`src/rtl/fpu_cnv_result_queue.sv`:
```
// In-order result queue for the FP conversion / sign-injection unit.
// NaN-boxes single-precision FP results on entry and keeps a sticky fflags accumulator for fcsr.
module fpu_cnv_result_queue #(
  parameter int unsigned DEPTH = 4,
  parameter int unsigned ROB_W = 6
) (
  input  logic                    clk,
  input  logic                    rst_n,
  input  logic                    flush,
  input  logic                    in_valid,
  output logic                    in_ready,
  input  logic [63:0]             in_result,
  input  logic                    in_invalid,
  input  logic                    in_overflow,
  input  logic                    in_underflow,
  input  logic                    in_inexact,
  input  logic                    in_is_double,
  input  logic                    in_rd_is_fp,
  input  logic [4:0]              in_rd,
  input  logic [ROB_W-1:0]        in_rob_tag,
  output logic                    out_valid,
  input  logic                    out_ready,
  output logic [63:0]             out_result,
  output logic [4:0]              out_fflags,
  output logic [4:0]              out_rd,
  output logic                    out_rd_is_fp,
  output logic [ROB_W-1:0]        out_rob_tag,
  output logic [4:0]              acc_fflags,
  input  logic                    fflags_clr,
  output logic [$clog2(DEPTH):0]  count
);

  localparam int unsigned PTR_W = $clog2(DEPTH);
  localparam int unsigned CNT_W = PTR_W + 1;

  typedef struct packed {
    logic [63:0]      result;
    logic [4:0]       fflags;
    logic [4:0]       rd;
    logic             rd_is_fp;
    logic [ROB_W-1:0] rob_tag;
  } entry_t;

  entry_t             r_mem [DEPTH];
  logic [PTR_W-1:0]   r_wr_ptr;
  logic [PTR_W-1:0]   r_rd_ptr;
  logic [CNT_W-1:0]   r_count;
  logic [4:0]         r_acc;

  entry_t             w_in_entry;
  entry_t             w_head;
  logic               w_push;
  logic               w_pop;
  logic [4:0]         w_acc_nxt;

  assign in_ready  = (r_count < CNT_W'(DEPTH));
  assign out_valid = (r_count != '0);
  assign w_push    = in_valid && in_ready;
  assign w_pop     = out_valid && out_ready;

  // Build the stored entry; single-precision FP destinations get the upper word forced to ones.
  always_comb begin
    w_in_entry          = '0;
    w_in_entry.result   = in_result;
    if (in_rd_is_fp && !in_is_double) begin
      w_in_entry.result = {32'hFFFF_FFFF, in_result[31:0]};
    end
    w_in_entry.fflags   = {in_invalid, 1'b0, in_overflow, in_underflow, in_inexact};
    w_in_entry.rd       = in_rd;
    w_in_entry.rd_is_fp = in_rd_is_fp;
    w_in_entry.rob_tag  = in_rob_tag;
  end

  assign w_head       = r_mem[r_rd_ptr];
  assign out_result   = w_head.result;
  assign out_fflags   = w_head.fflags;
  assign out_rd       = w_head.rd;
  assign out_rd_is_fp = w_head.rd_is_fp;
  assign out_rob_tag  = w_head.rob_tag;
  assign count        = r_count;
  assign acc_fflags   = r_acc;

  // Entry storage carries no reset; out_valid qualifies the head fields.
  always_ff @(posedge clk) begin
    if (w_push) begin
      r_mem[r_wr_ptr] <= w_in_entry;
    end
  end

  always_ff @(posedge clk or negedge rst_n) begin
    if (!rst_n) begin
      r_wr_ptr <= '0;
      r_rd_ptr <= '0;
      r_count  <= '0;
    end else if (flush) begin
      r_wr_ptr <= '0;
      r_rd_ptr <= '0;
      r_count  <= '0;
    end else begin
      if (w_push) begin
        r_wr_ptr <= r_wr_ptr + PTR_W'(1);
      end
      if (w_pop) begin
        r_rd_ptr <= r_rd_ptr + PTR_W'(1);
      end
      case ({w_push, w_pop})
        2'b10:   r_count <= r_count + CNT_W'(1);
        2'b01:   r_count <= r_count - CNT_W'(1);
        default: r_count <= r_count;
      endcase
    end
  end

  // Clear wins over the old value, but a popped entry accepted in the same cycle still lands.
  always_comb begin
    w_acc_nxt = r_acc;
    if (fflags_clr) begin
      w_acc_nxt = '0;
    end
    if (w_pop) begin
      w_acc_nxt = w_acc_nxt | w_head.fflags;
    end
  end

  always_ff @(posedge clk or negedge rst_n) begin
    if (!rst_n) begin
      r_acc <= '0;
    end else begin
      r_acc <= w_acc_nxt;
    end
  end

endmodule
```
`config.mk`:
```
export PLATFORM = sky130hd
export DESIGN_NAME = fpu_cnv_result_queue
export DESIGN_NICKNAME = d
export VERILOG_FILES = /design/src/rtl/fpu_cnv_result_queue.sv
export SDC_FILE = /design/constraint.sdc
export NUM_CORES = 1
export LEC_CHECK = 0
export ABC_AREA = 1
export CORE_AREA = 2 2 150 152
export DETAILED_ROUTE_END_ITERATION = 7
export DIE_AREA = 0 0 152 154
export PLACE_DENSITY = 0.81
export SYNTH_ARGS = -nofsm -noshare
export SYNTH_HDL_FRONTEND = slang
export SYNTH_SLANG_ARGS = --single-unit
export TNS_END_PERCENT = 30
```
`constraint.sdc`:
```
create_clock -name clk -period 7.65 [get_ports clk]
set_input_delay 0.765 -clock clk [delete_from_list [all_inputs] [get_ports clk]]
set_output_delay 0.765 -clock clk [all_outputs]
set_load 0.01 [all_outputs]
```
# ---- Word level (Yosys, flattened, before mapping)
# Memory sizes are Yosys's and may differ from the RTL's.
# Cells that the tools add are included.
# Widths: inputs -> output; s select.
dict set report classes {
  n_addsub 4
  n_lt_le_gt_ge 1
  n_eq_ne 2
  mux 11
  bitwise 1
  n_reduce_logical 8
}
# op count
set ops {}
lappend ops {{$mux 64} 1}
lappend ops {{$mux 5} 2}
lappend ops {{$mux 2} 4}
lappend ops {{$pmux 3 s2} 1}
lappend ops {{$reduce_bool 3->1} 2}
lappend ops {{$or 5x5->5} 1}
lappend ops {{$add 2x1->2 const B} 2}
lappend ops {{$reduce_bool 2->1} 2}
lappend ops {{$add 3x1->3 const B} 1}
lappend ops {{$logic_and 1x1->1} 3}
lappend ops {{$lt 3x3->1 const B} 1}
lappend ops {{$mux 3} 1}
lappend ops {{$sub 3x1->3 const B} 1}
lappend ops {{$eq 2x1->1 const B} 1}
lappend ops {{$eq 2x2->1 const B} 1}
lappend ops {{$mux 1} 2}
lappend ops {{$logic_not 1->1} 1}
dict set report word_totals {
  reg_bits 12
  mem_bits_rw 320
  elab_cells 32
  n_memories 1
}
# memory words width rd rd_clocked_by_memory_dff wr line
set memory_table {}
lappend memory_table {r_mem 4 80 1 0 1 44} ;# entry_t r_mem [DEPTH];

# ---- Longest topological paths before layout
# Gate-level depths: netlist of the first run.
dict set report depth {
  ltp_word 5
  ltp_mapped 10
}

# ---- Worst setup path before layout of the first run
# Ideal clock, no wire load.
dict set report synth_timing {
  kind {input to register}
  start {input in_valid}
  end {memory r_mem[0][0] (netlist bit) (enable)}
  setup_time_ps 519
  arrival_time_ps 4437
  t_required_ps 7131
  setup_slack_ps 2694
  path_stages 4
  n_path_buf 0
  cell_sequence {inv_1 > nor2_1 > inv_1 > nor2_1}
}
dict set report synth_via {
  elab_chain_cells 3
}
# item line
set synth_rtl {}
lappend synth_rtl {{start, declared} 10} ;# input logic in_valid,
lappend synth_rtl {{$logic_and 1x1->1} 58} ;# assign w_push = in_valid && in_ready;
lappend synth_rtl {{$mux 1} 85} ;# if (w_push) begin
lappend synth_rtl {{$mux 1 (implied by the code)} 86} ;# r_mem[r_wr_ptr] <= w_in_entry;
lappend synth_rtl {{end, declared} 44}
# No other way between the ends.

# ---- Worst setup path after layout of the first run
dict set report layout_timing {
  start {register r_rd_ptr[0]}
  end {output out_result[45]}
}
dict set report layout_via {
  elab_chain_cells 1
}
# item line
set layout_rtl {}
lappend layout_rtl {{start, declared} 46} ;# logic [PTR_W-1:0] r_rd_ptr;
lappend layout_rtl {{start signal, assigned} 104} ;# r_rd_ptr <= r_rd_ptr + PTR_W'(1);
lappend layout_rtl {{$mem_v2 4x80} n/a}
lappend layout_rtl {{end, declared} 23} ;# output logic [63:0] out_result,
# No other way between the ends.

==> results.ini, run 1 <==
[critical_path]
cp_data_required_time_ns = 6.88
crit_path_max_incr_delay_ns = 0.74
data_arrival_time_of_the_critical_path_ns = 3.93
cp_max_fo = 95
source_of_the_worst_register_to_register_timing_path = count[2]$_DFFE_PN0P_
cell_by_cell_listing_of_the_critical_path = inv_4, buf_4, o21ai_0, o22ai_1, clkdlybuf4s50_1
path_class = flip-flop to output port
ff2ff_setup_slack_ns = 4.73
worstSetupEndpointType = output port
cp-startpoint = r_rd_ptr[0]$_DFFE_PN0P_
cp_bufs_invs = 3
cp_top_family = buffers and inverters
critPathSlowestCell = dfrtp_4
worstSetupStartpointType = flip-flop

[drt]
totalWireLength_mm = 27.4
detail_route.drc_violations = 0
antenna_left = 0
dr.pass1.iters = 4
dr.first_iter.drc_count = 670
routed_via_density = 5.73
vias = 8022
avgRoutedWirePerCell_microns = 19.6

[logic_synthesis]
syn_area_sq_um = 12700
netlist_instances = 934
synthesis.area_per_instance_sq_um = 13.6
seq_total_area_yosys_pct = 77.7
yosysUniqueCellTypes = 25
yosysWarnings = 0
ys_ff_latch = 331

[timing]
max-slew-margin-rel_pct = 30.1
final_period_minus_worst_setup_slack_ns = 4.70
grt_setup_unrepaired = false
final.period_utilization_pct = 61.4
setup_violations = 0
timing.final.hold_violations = 0
final.setup_skew_ns = 0.00649
timing_max_transition_violations_final = 0
tightestPinTransition_ns = 1.05
timing.setup.tns_ns = 0
fmaxAchievable_ghz = 0.213

[run]
max_cap_violations = 0

[die]
placement_rows = 54
core_region_area_sq_um = 21700
fp.dieW_microns = 152
io_pins = 178
initial_core_utilization_pct = 58.6
floorplan.die.height_microns = 154
design.die.area_sq_um = 23400

[placement]
finalWeightedCongestion = 0.749
hpwl_dp_mm = 15.4
place.port_buffers = 175

[power]
pwr-share-seq_pct = 44.6
p_int_mw = 3.65
p_leak_nw = 5.52
max-vdd-ir-drop_mv = 0.228
report.power.total_mw = 5.00
combinationalPowerShare_pct = 23.1
share_clk_of_total_power_pct = 32.3
switching_share_pct = 26.9
netSwitchingPower_mw = 1.34
pwr_density_cell_nw_per_um2 = 318

[clocking]
ctsResizeCount = 0
worst_skew_late_latency_ns = 0.54
cts_max_path_buffers = 3
clock_tree_from_tritoncts = done
cts_hold_buf = 0
post-cts-setup-buffers = 0
cts_max_level = 1
cts_made_buffers = 31
clkSlewWorstSetupHoldPaths_ns = 0.06
clock_tree.root_cell = clkbuf_16
clkSinkCount = 331

[grt]
grt_pass1_vias = 7905
grt_pass1_wl_mm = 42.4
congestion_overflow_gr = 0
globalRouteTotalUtil_pct = 22.9
largest_net_degree_at_the_start_of_global_routing = 97
antenna_found_initial = 1

[finish]
most-common-layout-cells = 320 x edfxtp_1, 175 x clkdlybuf4s50_1, 155 x nor2_1, 155 x o21ai_0, 76 x o22ai_1
areaGrowthSynthToFinish_pct = 23.7
drive_gt1_share_pct = 6.08
layout_commonest_cell = edfxtp_1
regArea_sq_um = 9890
layout.nets = 1187
multi_input_comb_area_sq_um = 2360
layout.filler_cells = 1367

[status]
status = completed

[min_path]
min_path_type = flip-flop to flip-flop
worst_hold_start = acc_fflags[2]$_DFF_PN0_

-- per-layer routing --
layer | share of wire [%] | global-route usage, % | routed length (microns)
met5 | 0 | 0 | 0
met4 | 2.0 | 5.70 | 550
met1 | 39 | 29.9 | 10800
met2 | 50 | 39.6 | 13800
met3 | 8.1 | 5.19 | 2220
-- cells in the mapped netlist --
| master | n | area, sq um |
|---|---|---|
| edfxtp_1 | 320 | 9610 |
| a21oi_1 | 1 | 5.00 |
| nand2_2 | 1 | 6.26 |
| o21ai_1 | 6 | 30.0 |
| fa_1 | 1 | 20.0 |
| buf_6 | 4 | 45.0 |
| inv_1 | 52 | 195 |
| buf_4 | 11 | 82.6 |
| clkbuf_1 | 34 | 128 |
| nand3_1 | 14 | 70.1 |
| or2_2 | 1 | 6.26 |
| buf_2 | 3 | 15.0 |
| nand2_1 | 68 | 255 |
| nor3_1 | 1 | 5.00 |
| o21ai_0 | 155 | 776 |
| o22ai_1 | 76 | 475 |
| nand4_1 | 1 | 6.26 |
| nor3b_2 | 1 | 12.5 |
| inv_2 | 2 | 7.51 |
| conb_1 | 1 | 3.75 |
| nor2_1 | 159 | 597 |
| o21bai_1 | 1 | 7.51 |
| dfrtp_1 | 11 | 275 |
| clkbuf_2 | 6 | 30.0 |
| ha_1 | 4 | 50.1 |
-- cell families (layout without fill, tap and decap cells) --
family / after synthesis / after routing / share of synthesized area, %
flops: 331 / 331 / 77.7
simple gates: 246 / 246 / 7.54
compound gates: 239 / 239 / 10.2
buf+inv: 112 / 295 / 3.96
fa+ha+maj: 5 / 5 / 0.551
other cells: 1 / 3 / 0.0295
-- layout make-up --
| type | instances | area share [%] |
|---|---|---|
| diodes | 1 | 0.0159 |
| flip-flops and latches | 331 | 62.9 |
| well taps | 280 | 2.23 |
| repair buffers | 185 | 11.6 |
| inverters | 54 | 1.30 |
| multi-input cells | 492 | 15.0 |
| clock buffers | 41 | 5.55 |
| clock inverters | 15 | 1.39 |
-- worst reg2reg max path, stage by stage (launching register included) --
cell	delay (ns)
dfrtp_1	0.40
nor2_1	0.26
inv_1	0.27
nor2_4	0.86
buf_4	0.72
-- sequential cells by signal (all words and copies together) (netlist names) --
name and flops:
acc_fflags 4, count 3, r_mem 320, r_wr_ptr 2
r_rd_ptr 2
-- power groups by stage --
stage | clock (mW) | combinational (mW) | sequential, mW
detailed placement | 0 | 1.16 | 2.26
finish | 1.61 | 1.15 | 2.23
global route | 1.70 | 1.26 | 2.24
floorplan | 0 | 0.611 | 2.24
global placement | 0 | 1.13 | 2.25
CTS | 1.63 | 1.17 | 2.23
-- per-stage QoR --
step                utilization, %  hold WS [ns]  instances  instance area [sq um]  setup WS [ns]
floorplan                        -         0.469        935                  12700           2.69
global placement              67.5         0.497       1342                  14600           3.73
detailed placement            67.5         0.496       1342                  14600           3.63
CTS                           72.5         0.511       1398                  15700           2.98
global route                  72.5         0.552       1398                  15700           2.72
finish                        72.5         0.521       1399                  15700           2.95
-- worst paths after layout --
kind                            cells after the start                       to
worst max-delay path                                5           out_result[45]
worst min-delay path                                2  acc_fflags[2]$_DFF_PN0_
worst max register to register                      4   r_mem[1][30]$_DFFE_PP_
worst min register to register                      2  acc_fflags[2]$_DFF_PN0_
max in group asynchronous                           1  r_rd_ptr[0]$_DFFE_PN0P_
min in group asynchronous                           1  acc_fflags[4]$_DFF_PN0_
No activity file was read; power rests on OpenSTA's default activity.
==> run 2: changes to the inputs <==
--- a/config.mk
+++ b/config.mk
@@ -6,10 +6,10 @@
 export NUM_CORES = 1
 export LEC_CHECK = 0
 export ABC_AREA = 1
-export CORE_AREA = 2 2 150 152
+export CORE_AREA = 2 2 165 167
 export DETAILED_ROUTE_END_ITERATION = 7
-export DIE_AREA = 0 0 152 154
-export PLACE_DENSITY = 0.81
+export DIE_AREA = 0 0 167 169
+export PLACE_DENSITY = 0.7
 export SYNTH_ARGS = -nofsm -noshare
 export SYNTH_HDL_FRONTEND = slang
 export SYNTH_SLANG_ARGS = --single-unit
==> constraint.sdc (replaced) <==
create_clock -name clk -period 4 [get_ports clk]
set_input_delay 0.4 -clock clk [delete_from_list [all_inputs] [get_ports clk]]
set_output_delay 0.4 -clock clk [all_outputs]
set_load 0.01 [all_outputs]
==> run 2 against run 1 <==
Net effect: clock power grew 77%; largest cell class unchanged; count of clock-buffer cells in the layout grew 7; routed wire length grew 0.20%; hold slack lost 0.24 ns; clock skew grew 0.0020 ns; combinational power grew 100%; cell area grew 0.71%; total power grew 87%; setup slack lost 2.1 ns; die area grew 21%; core utilization shrank 13 points; sequential cell count is the same.
==> results.ini, run 2 (synthesized netlist as in run 1, its figures left out) <==
[clocking]
ctsResizeCount = 0  ; unchanged
post-cts-setup-buffers = 0  ; unchanged
cts_max_path_buffers = 3  ; unchanged
worst_skew_late_latency_ns = 0.49  ; -0.05 ns
cts_max_level = 2  ; +1
clock_tree_from_tritoncts = done
cts_hold_buf = 0  ; unchanged
clkSlewWorstSetupHoldPaths_ns = 0.06  ; about the same
clkSinkCount = 331  ; unchanged
cts_made_buffers = 34  ; +9.7%
clock_tree.root_cell = clkbuf_16

[grt]
grt_pass1_wl_mm = 42.6  ; +0.46%
grt_pass1_vias = 7994  ; +1.1%
antenna_found_initial = 2  ; +1
largest_net_degree_at_the_start_of_global_routing = 87  ; -10%
globalRouteTotalUtil_pct = 19.3  ; -3.7 points
congestion_overflow_gr = 0  ; unchanged

[critical_path]
cp_bufs_invs = 3  ; unchanged
cp_data_required_time_ns = 3.60  ; -3.28 ns
worstSetupEndpointType = output port
worstSetupStartpointType = flip-flop
path_class = flip-flop to output port
data_arrival_time_of_the_critical_path_ns = 2.77  ; -1.16 ns
crit_path_max_incr_delay_ns = 0.60  ; -0.14 ns
cell_by_cell_listing_of_the_critical_path = inv_4, buf_12, o21ai_0, o22ai_1, clkdlybuf4s50_1
cp_max_fo = 74  ; -22%
critPathSlowestCell = clkdlybuf4s50_1
cp_top_family = buffers and inverters

[finish]
largest_register_ffs = 320  ; unchanged
layout.nets = 1197  ; +0.84%
post_route_cell_area_sq_um = 15800  ; +0.71%
most-common-layout-cells = 320 x edfxtp_1, 175 x clkdlybuf4s50_1, 155 x nor2_1, 155 x o21ai_0, 76 x o22ai_1
register_bank_with_the_most_flops = r_mem
areaGrowthSynthToFinish_pct = 24.6
drive_gt1_share_pct = 6.02  ; -0.059 points
layout_commonest_cell = edfxtp_1
layout.filler_cells = 2048  ; +50%

[min_path]
min_path_type = input port to asynchronous set/reset pin

[drt]
dr.pass1.iters = 5  ; +1
dr.first_iter.drc_count = 517  ; -23%
routed_via_density = 5.34  ; -6.9%
detail_route.drc_violations = 0  ; unchanged
totalWireLength_mm = 27.5  ; +0.20%
vias = 7854  ; -2.1%
antenna_left = 0  ; unchanged
avgRoutedWirePerCell_microns = 18.7  ; -4.7%

[die]
placement_rows = 60  ; +11%
floorplan.die.height_microns = 169  ; +9.7%
initial_core_utilization_pct = 48.0  ; -11 points
fp.dieW_microns = 167  ; +9.9%
design.die.area_sq_um = 28200  ; +21%
core_region_area_sq_um = 26500  ; +22%
io_pins = 178  ; unchanged

[timing]
final.period_utilization_pct = 79.3
max-slew-margin-rel_pct = 42.4  ; +12 points
final_period_minus_worst_setup_slack_ns = 3.17
fmaxAchievable_ghz = 0.315
timing.final.hold_violations = 0  ; unchanged
final.setup_skew_ns = 0.00848  ; +0.00199 ns
setup_violations = 0  ; unchanged
tightestPinTransition_ns = 0.865  ; -0.181 ns
timing_max_transition_violations_final = 0  ; unchanged
timing.setup.tns_ns = 0  ; unchanged
grt_setup_unrepaired = false

[power]
netSwitchingPower_mw = 2.60  ; +94%
share_clk_of_total_power_pct = 30.5  ; -1.8 points
pwr_density_cell_nw_per_um2 = 591  ; +86%
p_int_mw = 6.75  ; +85%
combinationalPowerShare_pct = 24.8  ; +1.7 points
max-vdd-ir-drop_mv = 0.426  ; +87%
pwr-share-seq_pct = 44.8  ; +0.2 points
p_leak_nw = 5.52  ; about the same
switching_share_pct = 27.8  ; +0.93 points

[placement]
place.port_buffers = 175  ; unchanged
finalWeightedCongestion = 0.729  ; -2.6%
hpwl_dp_mm = 15.8  ; +2.2%
dpl_cell_area_sq_um = 14800  ; +1.4%

[run]
max_cap_violations = 0  ; unchanged

[status]
status = completed

[run 2: cell count changes in the layout (fill, tap and decap cells not counted), sizes merged]
cell      before  now
clkinv         9   10
bufinv         6    0
inv           54   55
buf           10   17
clkbuf        41   48
clkinvlp       0    1
[run 2: per-stage QoR]
stage	hold WS, ns	utilization (%)	instances	total power, mW	setup slack (ns)
2_1_floorplan	0.104	-	935	5.44	-0.599
3_3_place_gp	0.474	56.0	1410	6.56	1.31
3_5_place_dp	0.495	56.0	1410	6.60	1.31
4_1_cts	0.281	59.8	1470	9.46	0.748
5_1_grt	0.296	59.8	1471	9.80	0.646
6_report	0.279	59.8	1471	9.35	0.828
[run 2: worst paths after layout]
kind                                         start                      end  slack (ns)  cells past startpoint
max in group asynchronous                    rst_n  r_rd_ptr[0]$_DFFE_PN0P_        3.28                      1
min                                          rst_n  acc_fflags[2]$_DFF_PN0_        0.28                      1
max                        r_rd_ptr[0]$_DFFE_PN0P_           out_result[43]        0.83                      5
min in group clk           acc_fflags[0]$_DFF_PN0_  acc_fflags[0]$_DFF_PN0_        0.50                      2
max reg2reg                   count[2]$_DFFE_PN0P_   r_mem[2][29]$_DFFE_PP_        1.86                      4
min reg2reg                acc_fflags[0]$_DFF_PN0_  acc_fflags[0]$_DFF_PN0_        0.50                      2
[run 2: final cells by class]
cell class                 instances  area, sq um  area share (%)
antenna                            1         2.50          0.0158
sequential                       331         9890            62.4
clock buffer                      48          945            5.96
tap                              341          427            2.69
inverter                          54          205            1.30
multi-input combinational        492         2360            14.9
timing repair buffer             192         1950            12.3
clock inverter                    12         55.1           0.348
[run 2: layer usage]
layer / vias up / global-route usage, % / part of all wire (%)
li1: 3724 / - / -
met1: 3840 / 24.7 / 42
met2: 242 / 33.0 / 50
met3: 46 / 4.33 / 6.0
met4: 2 / 5.92 / 1.8
met5: - / 0 / 0.058
[run 2: power groups by stage]
stage	Sequential (mW)	Clock (mW)	Combinational, mW
3_3_place_gp	4.25	0	2.31
5_1_grt	4.21	3.06	2.53
4_1_cts	4.19	2.92	2.36
3_5_place_dp	4.26	0	2.34
6_report	4.19	2.85	2.32
2_1_floorplan	4.28	0	1.17
[run 2: worst reg2reg max path, stage by stage, from the launching register on]
cell and delay (ns):
dfrtp_1 0.42, nor2_1 0.25, inv_1 0.24, nor2_4 0.57, buf_12 0.30
==> run 3: changes to the inputs <==
==> constraint.sdc (replaced) <==
create_clock -name clk -period 2.9 [get_ports clk]
set_input_delay 0.29 -clock clk [delete_from_list [all_inputs] [get_ports clk]]
set_output_delay 0.29 -clock clk [all_outputs]
set_load 0.01 [all_outputs]
==> run 3 against run 2 <==
Net effect: count of clock-buffer cells in the layout shrank 3; non-clock buffer count is 3 higher; global-route usage decreased by 0.23 points; via count is 1.5% higher; sequential cell count did not move; sequential power is 38% higher; routed wire length up 2.5%; cell count rose by 0.14%; critical path depth did not move; first-iteration DRC count rose by 37%; hold slack got worse by 0.13 ns; register-to-register slack worse by 0.92 ns.
==> results.ini, run 3 (synthesized netlist as in run 1, its figures left out) <==
[finish]
drive_gt1_share_pct = 6.45  ; +0.43 points
layout_commonest_cell = edfxtp_1
most-common-layout-cells = 320 x edfxtp_1, 175 x clkdlybuf4s50_1, 155 x nor2_1, 155 x o21ai_0, 76 x o22ai_1
areaGrowthSynthToFinish_pct = 25.4
largest_register_ffs = 320  ; unchanged
layout.nets = 1200  ; +0.25%
n_antenna_cell = 0  ; -1
register_bank_with_the_most_flops = r_mem
post_route_cell_area_sq_um = 15900  ; +0.64%

[clocking]
clock_tree_from_tritoncts = done
clock_tree.root_cell = clkbuf_16
worst_skew_late_latency_ns = 0.51  ; +0.02 ns
cts_max_level = 2  ; unchanged
clkSinkCount = 331  ; unchanged
cts_made_buffers = 34  ; unchanged
post-cts-setup-buffers = 0  ; unchanged
clkSlewWorstSetupHoldPaths_ns = 0.06  ; about the same
cts_max_path_buffers = 3  ; unchanged
cts_hold_buf = 0  ; unchanged

[drt]
avgRoutedWirePerCell_microns = 19.1  ; +2.4%
vias = 7973  ; +1.5%
dr.pass1.iters = 5  ; unchanged
totalWireLength_mm = 28.2  ; +2.5%
dr.first_iter.drc_count = 707  ; +37%
detail_route.drc_violations = 0  ; unchanged
antenna_left = 0  ; unchanged
routed_via_density = 5.41  ; +1.4%

[grt]
congestion_overflow_gr = 0  ; unchanged
grt_pass1_vias = 7610  ; -4.8%
largest_net_degree_at_the_start_of_global_routing = 161  ; +85%
globalRouteTotalUtil_pct = 19.0  ; -0.23 points
grt_pass1_wl_mm = 41.7  ; -2.1%
antenna_found_initial = 1  ; -1

[timing]
final.period_utilization_pct = 95.9
tightestPinTransition_ns = 0.566  ; -0.298 ns
hold_slack_ns = 0.148  ; -0.131 ns
final_period_minus_worst_setup_slack_ns = 2.78
final.setup_skew_ns = 0.0232  ; +0.0147 ns
max-slew-margin-rel_pct = 62.1  ; +20 points
timing_max_transition_violations_final = 0  ; unchanged
final_critical_path_setup_slack_ns = 0.118  ; -0.710 ns
grt_setup_unrepaired = true
fmaxAchievable_ghz = 0.359
timing.final.hold_violations = 0  ; unchanged
setup_violations = 0  ; unchanged

[die]
fp.dieW_microns = 167  ; unchanged
io_pins = 178  ; unchanged
floorplan.die.height_microns = 169  ; unchanged
core_region_area_sq_um = 26500  ; unchanged
initial_core_utilization_pct = 48.0  ; unchanged
placement_rows = 60  ; unchanged
design.die.area_sq_um = 28200  ; unchanged

[critical_path]
cp_bufs_invs = 3  ; unchanged
cp_top_family = buffers and inverters
cell_by_cell_listing_of_the_critical_path = inv_6, buf_4, o21ai_0, o22ai_1, clkdlybuf4s50_1
cp_data_required_time_ns = 2.61  ; -0.99 ns
cp_max_fo = 28  ; -62%
critPathSlowestCell = clkdlybuf4s50_1
worstSetupEndpointType = output port
path_class = flip-flop to output port
worstSetupStartpointType = flip-flop
crit_path_max_incr_delay_ns = 0.59  ; about the same
data_arrival_time_of_the_critical_path_ns = 2.49  ; -0.28 ns

[power]
pwr_density_cell_nw_per_um2 = 820  ; +39%
p_leak_nw = 5.56  ; +0.70%
max-vdd-ir-drop_mv = 0.473  ; +11%

[placement]
dpl_cell_area_sq_um = 14900  ; +0.27%
finalWeightedCongestion = 0.712  ; -2.3%
place.port_buffers = 175  ; unchanged
place_worst_setup_slack_ns = 0.540  ; -0.772 ns
hpwl_dp_mm = 15.2  ; -3.3%

[run]
max_cap_violations = 0  ; unchanged

[status]
status = completed

[min_path]
min_path_type = input port to asynchronous set/reset pin

==> run 3: cell count changes in the layout (fill, tap and decap cells not counted), sizes merged <==
| cell | change |
|---|---|
| buf | +2 |
| bufinv | +1 |
| clkbuf | -2 |
| clkinvlp | +1 |
| diode | -1 |
| inv | +1 |
==> run 3: metrics by stage <==
| step | instances | setup TNS, ns | util [%] | total power, mW |
|---|---|---|---|---|
| final | 1473 | 0 | 60.1 | 13.1 |
| after global routing | 1473 | -0.00312 | 60.1 | 13.7 |
| after CTS | 1472 | 0 | 60.0 | 13.1 |
| after detailed placement | 1412 | 0 | 56.1 | 9.13 |
| after global placement | 1412 | 0 | 56.1 | 9.08 |
| after floorplan | 935 | -122.60 | - | 7.49 |
==> run 3: layout make-up <==
type / instances / area [sq um]
multi-input cells: 492 / 2360
inverters: 54 / 208
well taps: 341 / 427
repair buffers: 195 / 2030
clock buffers: 45 / 912
clock inverters: 15 / 113
fillers: 2067 / 10600
flip-flops and latches: 331 / 9890
==> run 3: final timing paths <==
check	from	end	slack (ns)	cells after the start
max	r_rd_ptr[0]$_DFFE_PN0P_	out_result[10]	0.12	5
min	rst_n	count[1]$_DFFE_PN0P_	0.15	1
max reg2reg	count[2]$_DFFE_PN0P_	count[2]$_DFFE_PN0P_	0.94	9
min reg2reg	acc_fflags[0]$_DFF_PN0_	acc_fflags[0]$_DFF_PN0_	0.49	2
max in group asynchronous	rst_n	r_rd_ptr[0]$_DFFE_PN0P_	2.33	1
min in group clk	in_rd[3]	r_mem[1][10]$_DFFE_PP_	0.42	1
==> run 3: report_power, final <==
group / internal [mW] / switching [mW]
combinational: 1.44 / 1.87
sequential: 5.66 / 0.112
clock: 2.31 / 1.68
==> run 3: routing by layer <==
layer / GRT usage (%) / wire length (microns)
met5: 0 / 13
met2: 31.1 / 13900
met3: 3.95 / 1690
met4: 5.43 / 357
met1: 26.1 / 12200
==> run 3: timing repair <==
action                     in CTS  in global routing
gates cloned                    0                  1
resized for setup               1                  2
setup endpoints to repair       2                 26
